`src/rtl/regfile_wb_pkg.sv`:
```
// Shared levels, zero constants and forwarding-source encoding for the integer register file.
// The reset-asserted level is shared with the pipeline registers that are moving to active-low reset.
package regfile_wb_pkg;

    localparam int RF_DATA_W = 32;
    localparam int RF_ADDR_W = 5;

    localparam logic AVAIL        = 1'b1;
    localparam logic UNAVAIL      = 1'b0;
    localparam logic RST_ASSERTED = 1'b0;

    localparam logic [RF_DATA_W-1:0] ZEROWORD = '0;
    localparam logic [RF_ADDR_W-1:0] ZEROREG  = '0;

    typedef enum logic [2:0] {
        SRC_ZERO,
        SRC_EX,
        SRC_MEM,
        SRC_WB,
        SRC_RF
    } fwd_src_t;

endpackage

```
`src/rtl/regfile_fwd_mux.sv`:
```
// Per-port operand selector: zero, EX, MEM, WB, then storage, youngest producer first.
// Purely combinational, zero latency, no backpressure (a pending EX load is skipped; stallreq covers it).
module regfile_fwd_mux
    import regfile_wb_pkg::*;
#(
    parameter int DATA_W = RF_DATA_W,
    parameter int ADDR_W = RF_ADDR_W
) (
    input  logic              re,
    input  logic [ADDR_W-1:0] raddr,
    input  logic              ex_wvalid,
    input  logic [ADDR_W-1:0] ex_waddr,
    input  logic [DATA_W-1:0] ex_wdata,
    input  logic              ex_is_load,
    input  logic              mem_wvalid,
    input  logic [ADDR_W-1:0] mem_waddr,
    input  logic [DATA_W-1:0] mem_wdata,
    input  logic              wb_wvalid,
    input  logic [ADDR_W-1:0] wb_waddr,
    input  logic [DATA_W-1:0] wb_wdata,
    input  logic [DATA_W-1:0] rf_rdata,
    output logic [DATA_W-1:0] rdata
);

    fwd_src_t src;

    always_comb begin
        src = SRC_RF;
        if (re == UNAVAIL || raddr == ADDR_W'(ZEROREG)) begin
            src = SRC_ZERO;
        end else if (ex_wvalid && !ex_is_load && ex_waddr == raddr) begin
            src = SRC_EX;
        end else if (mem_wvalid && mem_waddr == raddr) begin
            src = SRC_MEM;
        end else if (wb_wvalid && wb_waddr == raddr) begin
            src = SRC_WB;
        end
    end

    always_comb begin
        rdata = rf_rdata;
        case (src)
            SRC_ZERO: rdata = DATA_W'(ZEROWORD);
            SRC_EX:   rdata = ex_wdata;
            SRC_MEM:  rdata = mem_wdata;
            SRC_WB:   rdata = wb_wdata;
            default:  rdata = rf_rdata;
        endcase
    end

endmodule

```
`src/rtl/regfile_wb.sv`:
```
// 32x32 integer register file fed by MEM/WB write-back, two forwarding read ports and a load-use stall request.
// Writes land one edge later, reads are combinational; stallreq is the only backpressure it raises.
module regfile_wb
    import regfile_wb_pkg::*;
#(
    parameter int DATA_W = RF_DATA_W,
    parameter int ADDR_W = RF_ADDR_W
) (
    input  logic              clk,
    input  logic              rst,
    input  logic              wvalid_wb,
    input  logic [ADDR_W-1:0] waddr_wb,
    input  logic [DATA_W-1:0] wdata_wb,
    input  logic              re1,
    input  logic [ADDR_W-1:0] raddr1,
    input  logic              re2,
    input  logic [ADDR_W-1:0] raddr2,
    input  logic              ex_wvalid,
    input  logic [ADDR_W-1:0] ex_waddr,
    input  logic [DATA_W-1:0] ex_wdata,
    input  logic              ex_is_load,
    input  logic              mem_wvalid,
    input  logic [ADDR_W-1:0] mem_waddr,
    input  logic [DATA_W-1:0] mem_wdata,
    output logic [DATA_W-1:0] rdata1,
    output logic [DATA_W-1:0] rdata2,
    output logic              stallreq
);

    localparam int NREG = 1 << ADDR_W;

    logic [DATA_W-1:0] regs [NREG];
    logic [DATA_W-1:0] fwd1;
    logic [DATA_W-1:0] fwd2;
    logic              in_reset;
    logic              ex_load_pending;
    logic              hazard1;
    logic              hazard2;

    assign in_reset = (rst == RST_ASSERTED);

    // x0 is cleared by reset and never written, so storage reads of x0 are also 0.
    always_ff @(posedge clk) begin
        if (rst == RST_ASSERTED) begin
            for (int i = 0; i < NREG; i++) begin
                regs[i] <= DATA_W'(ZEROWORD);
            end
        end else if (wvalid_wb && waddr_wb != ADDR_W'(ZEROREG)) begin
            regs[waddr_wb] <= wdata_wb;
        end
    end

    regfile_fwd_mux #(.DATA_W(DATA_W), .ADDR_W(ADDR_W)) u_fwd1 (
        .re         (re1),
        .raddr      (raddr1),
        .ex_wvalid  (ex_wvalid),
        .ex_waddr   (ex_waddr),
        .ex_wdata   (ex_wdata),
        .ex_is_load (ex_is_load),
        .mem_wvalid (mem_wvalid),
        .mem_waddr  (mem_waddr),
        .mem_wdata  (mem_wdata),
        .wb_wvalid  (wvalid_wb),
        .wb_waddr   (waddr_wb),
        .wb_wdata   (wdata_wb),
        .rf_rdata   (regs[raddr1]),
        .rdata      (fwd1)
    );

    regfile_fwd_mux #(.DATA_W(DATA_W), .ADDR_W(ADDR_W)) u_fwd2 (
        .re         (re2),
        .raddr      (raddr2),
        .ex_wvalid  (ex_wvalid),
        .ex_waddr   (ex_waddr),
        .ex_wdata   (ex_wdata),
        .ex_is_load (ex_is_load),
        .mem_wvalid (mem_wvalid),
        .mem_waddr  (mem_waddr),
        .mem_wdata  (mem_wdata),
        .wb_wvalid  (wvalid_wb),
        .wb_waddr   (waddr_wb),
        .wb_wdata   (wdata_wb),
        .rf_rdata   (regs[raddr2]),
        .rdata      (fwd2)
    );

    assign ex_load_pending = ex_wvalid && ex_is_load && (ex_waddr != ADDR_W'(ZEROREG));
    assign hazard1         = ex_load_pending && re1 && (raddr1 == ex_waddr);
    assign hazard2         = ex_load_pending && re2 && (raddr2 == ex_waddr);

    assign rdata1   = in_reset ? DATA_W'(ZEROWORD) : fwd1;
    assign rdata2   = in_reset ? DATA_W'(ZEROWORD) : fwd2;
    assign stallreq = (!in_reset && (hazard1 || hazard2)) ? AVAIL : UNAVAIL;

endmodule

```
`config.mk`:
```
export PLATFORM = sky130hd
export DESIGN_NAME = regfile_wb
export DESIGN_NICKNAME = d
export VERILOG_FILES = /design/src/rtl/regfile_wb_pkg.sv /design/src/rtl/regfile_fwd_mux.sv /design/src/rtl/regfile_wb.sv
export SDC_FILE = /design/constraint.sdc
export NUM_CORES = 2
export LEC_CHECK = 0
export CORE_ASPECT_RATIO = 0.6
export CORE_MARGIN = 2
export CORE_UTILIZATION = 50
export DETAILED_ROUTE_END_ITERATION = 10
export DONT_BUFFER_PORTS = 1
export PLACE_DENSITY = 0.75
export SLEW_MARGIN = 20
export SYNTH_ARGS = -nofsm -noshare
export SYNTH_HDL_FRONTEND = slang
export SYNTH_HIERARCHICAL = 1
export SYNTH_SLANG_ARGS = --single-unit
```
`constraint.sdc`:
```
create_clock -name clk -period 11.7 [get_ports clk]
set_input_delay 2.34 -clock clk [delete_from_list [all_inputs] [get_ports clk]]
set_output_delay 2.34 -clock clk [all_outputs]
set_load 0.01 [all_outputs]
```
==> qor.yml <==
outcome: "finished, violations left"
violations: "slew limit"
drive_above_1_share_pct: 6.621
cp-start-kind: "primary input"
post_cts_resized: 0
crit_path_top_delay_cell: "mux2i_1"
vias_per_cell: 6.791
final_nets: 4896
grt_pass1_vias: 41560
wl_um: 209600
syn-cell-area_um2: 58820
synth_compound_gate_area_share_pct: 8.923
die_area_um2: 120500
grt_start_max_net_pins: 518
cts-root-buf: "clkbuf_16"
core_area_um2: 116600
cp_top_family: "multiplexers"
maxCapViolations: 0
numCtsBuffers: 94
clk_pin_slew_ns: 0.07
fill_cells: 9559
largest_reg_flops: 1024
grt_pass1_wl_um: 296500
postRouteAntennaNets: 0
clock-sinks: 1024
crit_chain: "mux2i_1, a22o_1, nor3_1, a31oi_1, nand3_1, a2bb2oi_1, and2_1"
cp.depth: 7
slowest_delay_ns: 1.25
ys_types: 45
dr.first_iter.drc_count: 8109
drv_slew: 870
track_usage_pct: 33.94
row_count: 97
synthToLayoutAreaGrowth_pct: 7.343
post-route-drc-count: 0
criticalPathCategory: "in2out"
min_path_type: "in2reg"
rsz0062_at_grt: "false"
h-tree-depth: 3
post-cts-setup-buffers: 0
ir_drop_mv: 0.1210
cellPowerDensity_nw_per_um2: 137.2
cts_tree: "built"
seq_area_um2: 30750
ys_ff_latch: 1024
muxShareOfSynthArea_pct: 17.42
clk_path_buf_depth: 3
top_regs: "regs x1024"
cp.required_ns: 9.36
antenna_found_initial: 15
drtPass1Iterations: 9
vias: 43800
period_share_pct: 81.72
layout_commonest_cell: "and2_1"
cp.arrival_ns: 7.22
final_cell_mix: "and2_1, mux2i_1, edfxtp_1"
ios: 194
yosysWarningCount: 6
synth_fa_ha_area_share_pct: 0
setup_viol: 0
hpwlAfterDp_um: 120200
syn_inst: 5052
whs_ns: 1.806
synth_top_family_by_area: "multiplexers"
worstPathMaxFanout: 517
io_buffer_count: 0
path_buf_inv: 0
overflow: 0
holdPathStages: 1
fin_crit_ns: 9.561
yosysSeqAreaShare_pct: 52.27
regMostFlops: "regs"
max_slew_margin_pct: -209.8
gp_congestion: 0.9257
yosys.area_share.simple_pct: 16.68
p_leak_nw: 23.83
fmax_ghz: 0.1046
finalSetupTns_ns: 0
ctsHoldBuffers: 0
die_y_um: 269.7
multi_input_area_um2: 26360
dieWidth_um: 446.8
initial_core_util_pct: 50.44
power_mw: 8.666
cp-end-kind: "output port"
avgSynthCellArea_um2: 11.64
synthXorXnorAreaFrac_pct: 0.5956
hold_viol: 0
worst_slew_pin_slew_ns: 4.647
routedWlPerCell_um: 32.50
[cells by family after synthesis]
logic type      Yosys count
buf+inv                 503
mux                    1024
flops                  1024
xor+xnor                 40
other cells               1
compound gates          741
simple gates           1719
[path summary, 6_finish.rpt]
check	slack, ns	end	start
hold / removal	1.81	regs[14][10]	wdata_wb[10]
setup / recovery	2.14	rdata1[12]	raddr1[1]
[layer usage]
layer  GRT usage, %  up-vias  wire [um]
met5              0        -          7
met4          16.36        2      12150
met3          11.16      697      31830
met2          47.44     3733      85610
met1          47.28    21350      80030
li1               -    18030          -
[final cells by class]
cell class              count  area share [%]
flip-flops and latches   1024           48.70
multi-input cells        3556           41.74
clock buffers             108           3.943
well taps                1584           3.139
repair buffers             90           1.316
clock inverters            69           1.086
diodes                     18         0.07134
inverters                   1        0.005945
[through the flow]
stage / area [um2] / setup slack, ns / cells / utilization (%)
final: 63140 / 2.139 / 6450 / 54.14
after global routing: 63120 / 3.475 / 6440 / 54.12
after CTS: 63020 / 3.919 / 6429 / 54.03
after detailed placement: 59840 / 3.916 / 6252 / 51.31
after global placement: 59790 / 3.885 / 6250 / 51.27
after floorplan: 58940 / 5.541 / 5083 / -
[cell usage after synthesis, drive strengths merged]
| master | count | share of area [%] |
|---|---|---|
| nor3 | 64 | 0.54 |
| conb | 1 | 0.0064 |
| nor4 | 6 | 0.064 |
| buf | 237 | 2.4 |
| o2111ai | 1 | 0.015 |
| a22o | 128 | 1.9 |
| xnor2 | 14 | 0.21 |
| nand4 | 3 | 0.043 |
| nand3b | 5 | 0.11 |
| mux2i | 1024 | 17 |
| clkbuf | 265 | 1.7 |
| and3b | 2 | 0.030 |
| a31oi | 64 | 0.68 |
| nand4b | 1 | 0.026 |
| nor2 | 37 | 0.35 |
| o21ai | 33 | 0.29 |
| nand2 | 263 | 1.7 |
| a21oi | 195 | 1.7 |
| nand2b | 4 | 0.043 |
| or2 | 2 | 0.021 |
| nor2b | 4 | 0.043 |
| nand3 | 197 | 1.7 |
| or3 | 66 | 0.71 |
| or4 | 3 | 0.038 |
| xor2 | 26 | 0.39 |
| a2bb2oi | 64 | 0.95 |
| inv | 1 | 0.0064 |
| or3b | 2 | 0.030 |
| a22oi | 192 | 2.5 |
| edfxtp | 1024 | 52 |
| o311ai | 64 | 0.95 |
| and2 | 1058 | 11 |
| nor3b | 2 | 0.026 |
[report_power, final]
| group | switching, mW | leakage, nW | internal, mW |
|---|---|---|---|
| clock | 1.47 | 1.56 | 1.83 |
| combinational | 0.606 | 12.5 | 0.412 |
| sequential | 0.109 | 9.75 | 4.24 |
Power figures use the tool's default switching activity.
